<file path="config.mk">
export PLATFORM = sky130hd
export DESIGN_NAME = csi2_rx_packet_parser
export DESIGN_NICKNAME = d
export VERILOG_FILES = /design/src/rtl/csi2_rx_packet_parser.sv
export SDC_FILE = /design/constraint.sdc
export NUM_CORES = 1
export LEC_CHECK = 0
export CAP_MARGIN = 10
export CELL_PAD_IN_SITES_DETAIL_PLACEMENT = 2
export CELL_PAD_IN_SITES_GLOBAL_PLACEMENT = 2
export CORE_MARGIN = 2
export CORE_UTILIZATION = 25
export DETAILED_ROUTE_END_ITERATION = 12
export PLACE_DENSITY_LB_ADDON = 0.15
export SYNTH_ARGS = -nofsm -noshare
export SYNTH_HDL_FRONTEND = slang
export SYNTH_SLANG_ARGS = --single-unit
export TNS_END_PERCENT = 20
</file>
<file path="constraint.sdc">
create_clock -name clk -period 3 [get_ports clk]
set_input_delay 0.6 -clock clk [delete_from_list [all_inputs] [get_ports clk]]
set_output_delay 0.6 -clock clk [all_outputs]
set_load 0.02 [all_outputs]
</file>
<file path="src/rtl/csi2_rx_packet_parser.sv">
// CSI-2 receive packet layer: decodes the 4-byte header (ECC checked), streams the
// long-packet payload with a CRC-16 check, and flags short packets and errors.
module csi2_rx_packet_parser #(
  parameter bit          VC_FILTER_EN = 1'b0,
  parameter logic [1:0]  VC_FILTER    = 2'd0,
  parameter logic [15:0] MAX_WC       = 16'hFFFF
) (
  input  logic        clk,
  input  logic        rst_n,
  input  logic [7:0]  rx_data,
  input  logic        rx_valid,
  input  logic        rx_sot,
  input  logic        rx_eot,
  output logic        hdr_valid,
  output logic [1:0]  hdr_vc,
  output logic [5:0]  hdr_dt,
  output logic [15:0] hdr_wc,
  output logic [7:0]  pay_data,
  output logic        pay_valid,
  output logic        pay_last,
  output logic        pkt_done,
  output logic        ecc_err,
  output logic        crc_err,
  output logic        trunc_err,
  output logic        len_err
);

  typedef enum logic [2:0] {
    IDLE    = 3'd0,
    HDR     = 3'd1,
    PAYLOAD = 3'd2,
    CRC     = 3'd3,
    DRAIN   = 3'd4
  } state_t;

  state_t      state_r;
  logic [1:0]  hdr_cnt_r;
  logic [7:0]  di_r;
  logic [7:0]  wc_lsb_r;
  logic [7:0]  wc_msb_r;
  logic [7:0]  crc_lo_r;
  logic        crc_hi_r;
  logic [15:0] rem_r;
  logic [15:0] crc_r;

  logic [15:0] wc_s;
  logic [7:0]  ecc_exp_s;
  logic        ecc_ok_s;
  logic        long_s;
  logic        vc_drop_s;
  logic        wc_big_s;
  logic        active_s;
  logic [15:0] crc_next_s;

  function automatic logic [7:0] ecc_calc(input logic [23:0] d);
    logic [7:0] p;
    p    = 8'h00;
    p[0] = d[0]^d[1]^d[2]^d[4]^d[5]^d[7]^d[10]^d[11]^d[13]^d[16]^d[20]^d[21]^d[22]^d[23];
    p[1] = d[0]^d[1]^d[3]^d[4]^d[6]^d[8]^d[10]^d[12]^d[14]^d[17]^d[20]^d[21]^d[22]^d[23];
    p[2] = d[0]^d[2]^d[3]^d[5]^d[6]^d[9]^d[11]^d[12]^d[15]^d[18]^d[20]^d[21]^d[22];
    p[3] = d[1]^d[2]^d[3]^d[7]^d[8]^d[9]^d[13]^d[14]^d[15]^d[19]^d[20]^d[21]^d[23];
    p[4] = d[4]^d[5]^d[6]^d[7]^d[8]^d[9]^d[16]^d[17]^d[18]^d[19]^d[20]^d[22]^d[23];
    p[5] = d[10]^d[11]^d[12]^d[13]^d[14]^d[15]^d[16]^d[17]^d[18]^d[19]^d[21]^d[22]^d[23];
    return p;
  endfunction

  function automatic logic [15:0] crc16_byte(input logic [15:0] c, input logic [7:0] d);
    logic [15:0] r;
    r = c;
    for (int i = 0; i < 8; i++) begin
      if (r[0] ^ d[i]) r = (r >> 1) ^ 16'h8408;
      else             r = r >> 1;
    end
    return r;
  endfunction

  // Header decode terms and the payload CRC step for the current byte
  always_comb begin
    wc_s       = {wc_msb_r, wc_lsb_r};
    ecc_exp_s  = ecc_calc({wc_msb_r, wc_lsb_r, di_r});
    // ecc_exp_s[7:6] is always zero, so a full-byte compare also enforces ECC[7:6] == 0
    ecc_ok_s   = (rx_data == ecc_exp_s);
    long_s     = (di_r[5:0] > 6'h0F);
    vc_drop_s  = VC_FILTER_EN && (di_r[7:6] != VC_FILTER);
    wc_big_s   = ({1'b0, wc_s} > {1'b0, MAX_WC});
    active_s   = (state_r == HDR) || (state_r == PAYLOAD) || (state_r == CRC);
    crc_next_s = crc16_byte(crc_r, rx_data);
  end

  // Packet FSM with registered outputs and one-cycle strobes
  always_ff @(posedge clk or negedge rst_n) begin
    if (!rst_n) begin
      state_r   <= IDLE;
      hdr_cnt_r <= 2'd0;
      di_r      <= 8'h00;
      wc_lsb_r  <= 8'h00;
      wc_msb_r  <= 8'h00;
      crc_lo_r  <= 8'h00;
      crc_hi_r  <= 1'b0;
      rem_r     <= 16'h0000;
      crc_r     <= 16'hFFFF;
      hdr_valid <= 1'b0;
      hdr_vc    <= 2'd0;
      hdr_dt    <= 6'd0;
      hdr_wc    <= 16'h0000;
      pay_data  <= 8'h00;
      pay_valid <= 1'b0;
      pay_last  <= 1'b0;
      pkt_done  <= 1'b0;
      ecc_err   <= 1'b0;
      crc_err   <= 1'b0;
      trunc_err <= 1'b0;
      len_err   <= 1'b0;
    end else begin
      hdr_valid <= 1'b0;
      pay_valid <= 1'b0;
      pay_last  <= 1'b0;
      pkt_done  <= 1'b0;
      ecc_err   <= 1'b0;
      crc_err   <= 1'b0;
      trunc_err <= 1'b0;
      len_err   <= 1'b0;
      if (rx_valid && rx_sot) begin
        trunc_err <= active_s;
        di_r      <= rx_data;
        hdr_cnt_r <= 2'd1;
        state_r   <= rx_eot ? IDLE : HDR;
      end else begin
        case (state_r)
          IDLE: state_r <= IDLE;
          HDR: begin
            if (rx_valid && (hdr_cnt_r == 2'd3)) begin
              if (!ecc_ok_s) begin
                ecc_err <= 1'b1;
                state_r <= rx_eot ? IDLE : DRAIN;
              end else if (vc_drop_s) begin
                state_r <= rx_eot ? IDLE : DRAIN;
              end else if (long_s && wc_big_s) begin
                len_err <= 1'b1;
                state_r <= rx_eot ? IDLE : DRAIN;
              end else begin
                hdr_valid <= 1'b1;
                hdr_vc    <= di_r[7:6];
                hdr_dt    <= di_r[5:0];
                hdr_wc    <= wc_s;
                crc_r     <= 16'hFFFF;
                rem_r     <= wc_s;
                crc_hi_r  <= 1'b0;
                if (!long_s)              state_r <= IDLE;
                else if (rx_eot) begin
                  trunc_err <= 1'b1;
                  state_r   <= IDLE;
                end
                else if (wc_s == 16'h0000) state_r <= CRC;
                else                       state_r <= PAYLOAD;
              end
            end else begin
              if (rx_valid) begin
                if (hdr_cnt_r == 2'd1) wc_lsb_r <= rx_data;
                else                   wc_msb_r <= rx_data;
                hdr_cnt_r <= hdr_cnt_r + 2'd1;
              end
              if (rx_eot) begin
                trunc_err <= 1'b1;
                state_r   <= IDLE;
              end
            end
          end
          PAYLOAD: begin
            if (rx_valid) begin
              pay_data  <= rx_data;
              pay_valid <= 1'b1;
              crc_r     <= crc_next_s;
              rem_r     <= rem_r - 16'd1;
              if (rem_r == 16'd1) begin
                pay_last <= 1'b1;
                crc_hi_r <= 1'b0;
                state_r  <= CRC;
              end
            end
            // a byte arriving with eot is still streamed before the packet is abandoned
            if (rx_eot) begin
              trunc_err <= 1'b1;
              state_r   <= IDLE;
            end
          end
          CRC: begin
            if (rx_valid && crc_hi_r) begin
              pkt_done <= 1'b1;
              crc_err  <= ({rx_data, crc_lo_r} != crc_r);
              state_r  <= rx_eot ? IDLE : DRAIN;
            end else begin
              if (rx_valid) begin
                crc_lo_r <= rx_data;
                crc_hi_r <= 1'b1;
              end
              if (rx_eot) begin
                trunc_err <= 1'b1;
                state_r   <= IDLE;
              end
            end
          end
          DRAIN: state_r <= rx_eot ? IDLE : DRAIN;
          default: state_r <= IDLE;
        endcase
      end
    end
  end

endmodule

</file>
==> results of run 1 <==
worst max-delay path: stages (launching register included):
cell and delay (ps):
dfrtp_2 450, xnor3_1 370, xnor3_1 360, xnor2_1 160, or3_4 390, a21oi_4 190
buf_12 130, nand3_2 110, or3_1 390, and3_1 180
logic make-up after synthesis:
kind of cell    after synthesis
buf+inv                      51
xor+xnor                     82
compound gates               99
simple gates                220
flops                       109
mux                          32
other cells                   1
fa+ha+maj                     6
state kept, by name (all words and copies together) (netlist names):
| register | cells |
|---|---|
| wc_lsb_r | 8 |
| state_r | 3 |
| hdr_vc | 2 |
| di_r | 8 |
| trunc_err | 1 |
| wc_msb_r | 8 |
| crc_err | 1 |
| pkt_done | 1 |
| hdr_cnt_r | 2 |
| crc_hi_r | 1 |
| ecc_err | 1 |
| crc_r | 16 |
| crc_lo_r | 8 |
| rem_r | 16 |
| hdr_dt | 6 |
| pay_valid | 1 |
| pay_last | 1 |
| hdr_wc | 16 |
| hdr_valid | 1 |
| pay_data | 8 |
layout by cell type (no fill, tap or decap), drive strengths merged, types with 5 or more instances in the layout:
master / instances
nand2: 103
dfrtp: 93
clkdlybuf4s50: 49
buf: 49
nor2: 48
xnor2: 48
o21ai: 34
mux2: 30
xor2: 26
a21oi: 22
inv: 18
dfstp: 16
nand3: 15
nor4: 13
a22oi: 13
nor3: 11
clkbuf: 9
xnor3: 8
a31oi: 7
ha: 6
nand2b: 5
o22ai: 5
nand4: 5
area by class of cell:
type | instances | area (sq um)
Multi-Input combinational cell | 440 | 2900
Clock inverter | 7 | 67.6
Fill cell | 2543 | 15500
Timing Repair Buffer | 99 | 905
Inverter | 15 | 56.3
Sequential cell | 109 | 2750
Tap cell | 313 | 392
Clock buffer | 9 | 225
repair_timing:
action,in CTS,in global routing
gates cloned,0,0
pin swaps,0,2
setup endpoints to repair,62,21
gates resized for setup,2,5
layer usage:
metal / part of all wire [%] / wire length (um) / vias to the layer above / GRT usage [%]
met5: 0 / 0 / - / 0
li1: - / - / 2185 / -
met4: 1.3 / 261 / 0 / 4.11
met1: 45 / 8910 / 2443 / 21.2
met3: 2.1 / 423 / 16 / 2.46
met2: 52 / 10300 / 45 / 30.7
stage by stage:
step	util (%)	cell area (sq um)	setup TNS [ps]
after global routing	32.0	7300	0
after detailed placement	30.7	6990	-28660
after floorplan	-	5840	0
after CTS	32.0	7280	0
final	32.0	7300	0
after global placement	30.7	6990	-26490
power groups by stage:
stage	Combinational [mW]	Clock [mW]	Sequential [mW]
floorplan	1.72	0	1.75
global route	2.76	1.32	1.82
CTS	2.57	1.28	1.80
global placement	2.52	0	1.82
finish	2.55	1.22	1.80
detailed placement	2.55	0	1.83
worst paths after layout:
check                           slack [ps]       from        end  cells after the start
max in group asynchronous             1910      rst_n  crc_r[11]                      2
worst min-delay path                   250      rst_n  rem_r[15]                      1
worst max-delay path                   150    di_r[0]  rem_r[14]                      9
worst max register to register         150    di_r[0]  rem_r[14]                      9
worst min register to register         480  hdr_wc[7]  hdr_wc[7]                      2
min in group clk                       480  hdr_wc[7]  hdr_wc[7]                      2
==> impl_metrics.env, run 1 <==
export IMPL_outcome="completed"
export IMPL_cp_start_kind="flop"
export IMPL_dp_hpwl_um=14700
export IMPL_synth_edf_count=0
export IMPL_post_cts_buffers=0
export IMPL_clk_latency_ps=370
export IMPL_synth_most_common_cell="nand2_1"
export IMPL_core_sq_um=22800
export IMPL_grt_use_total_pct=17.0
export IMPL_synth_top_family_by_area="simple AND/OR/NAND/NOR gates"
export IMPL_die_y_um=157
export IMPL_drt_initial_drc_count=132
export IMPL_final_cell_count_no_fill=992
export IMPL_num_vias=4689
export IMPL_synth_nets=619
export IMPL_grt_max_degree=67
export IMPL_leakage_nw=3.22
export IMPL_end_kind="flop"
export IMPL_finalHoldViolations=0
export IMPL_finalMaxSlewViolations=0
export IMPL_cts_tree="done"
export IMPL_port_buffers=51
export IMPL_overflow=0
export IMPL_required_ps=3250
export IMPL_wl_per_cell_um=20.0
export IMPL_totalWireLength_um=19900
export IMPL_row_count=55
export IMPL_cts_max_level=3
export IMPL_antenna_left=0
export IMPL_max_slew_margin_pct=56.4
export IMPL_power_frac_seq_pct=32.3
export IMPL_fmax_mhz=351
export IMPL_synthesis_area_sq_um=5840
export IMPL_vdd_drop_max_v=0.000390
export IMPL_synthMuxAreaShare_pct=6.13
export IMPL_synthSimpleGateAreaFrac_pct=17.0
export IMPL_clkTransAtPathRegs_ps=80
export IMPL_finalCriticalPeriod_ps=2850
export IMPL_drive_gt1_share_pct=18.4
export IMPL_clkPwrFrac_pct=21.9
export IMPL_setup_viol=0
export IMPL_cts_max_path_buffers=2
export IMPL_ys_ff_latch=109
export IMPL_drv_cap=0
export IMPL_p_switching_mw=2.06
export IMPL_crit_arrival_ps=3100
export IMPL_ys_seq_area_share_pct=47.0
export IMPL_pwr_share_comb_pct=45.8
export IMPL_period_share_pct=94.9
export IMPL_pre_cts_ws_ps=-593
export IMPL_antenna_cells=0
export IMPL_dieArea_sq_um=24600
export IMPL_p_total_mw=5.58
export IMPL_drt_vias_per_instance=4.73
export IMPL_cts_root_buf="clkbuf_16"
export IMPL_drc=0
export IMPL_holdWs_ps=254
export IMPL_gp_congestion=0.854
export IMPL_worst_path_max_fanout=5
export IMPL_yosysTopAreaCellShare_pct=39.8
export IMPL_syn_area_per_cell_sq_um=9.73
export IMPL_start_util_pct=25.6
export IMPL_dieWidth_um=157
export IMPL_numClockSinks=109
export IMPL_antenna_found_initial=0
export IMPL_rsz0062_at_grt="no"
export IMPL_layout_setup_ws_ps=152
export IMPL_placedCellCount=976
export IMPL_async_reset_ff_share_pct=100
export IMPL_hp_class="in -> async"
export IMPL_fin_skew_ps=11.3
export IMPL_synth_compound_area_share_pct=10.7
export IMPL_drt_pass1_iter_count=4
export IMPL_ys_top_cells_by_count="nand2_1 (103), dfrtp_1 (93), nor2_1 (48)"
export IMPL_ios=53
export IMPL_cts_hold_buf=0
export IMPL_synthFlopType="dfrtp_1"
export IMPL_synth_cell_types=59
export IMPL_criticalPathCategory="reg -> reg"
export IMPL_final_nets=693
export IMPL_syn_inst=600
export IMPL_synth_area_leader_cell="dfrtp_1"
export IMPL_cts_buffers=9
export IMPL_worst_pin_slew_ps=655
export IMPL_powerDensity_nw_per_um2=764
export IMPL_synth_warnings=0
export IMPL_synth_area_leaders="dfrtp_1 (40%), dfstp_2 (7.2%), xnor2_1 (7.0%)"
export IMPL_synth_xor_area_share_pct=14.3
export IMPL_p_int_mw=3.52
export IMPL_synth_adder_area_share_pct=1.29
export IMPL_grt_pass1_vias=5261
export IMPL_area_growth_pct=25.0
export IMPL_grt_pass1_wl_um=31400
export IMPL_p_sw_share_pct=36.9
No activity file was read; power rests on OpenSTA's default activity.
==> run 2: changes to the inputs <==
Settings changed: ABC_CLOCK_PERIOD_IN_PS set to 3000.
==> results of run 2 <==
The final DEF is identical to that of run 1; final timing and power are the same.
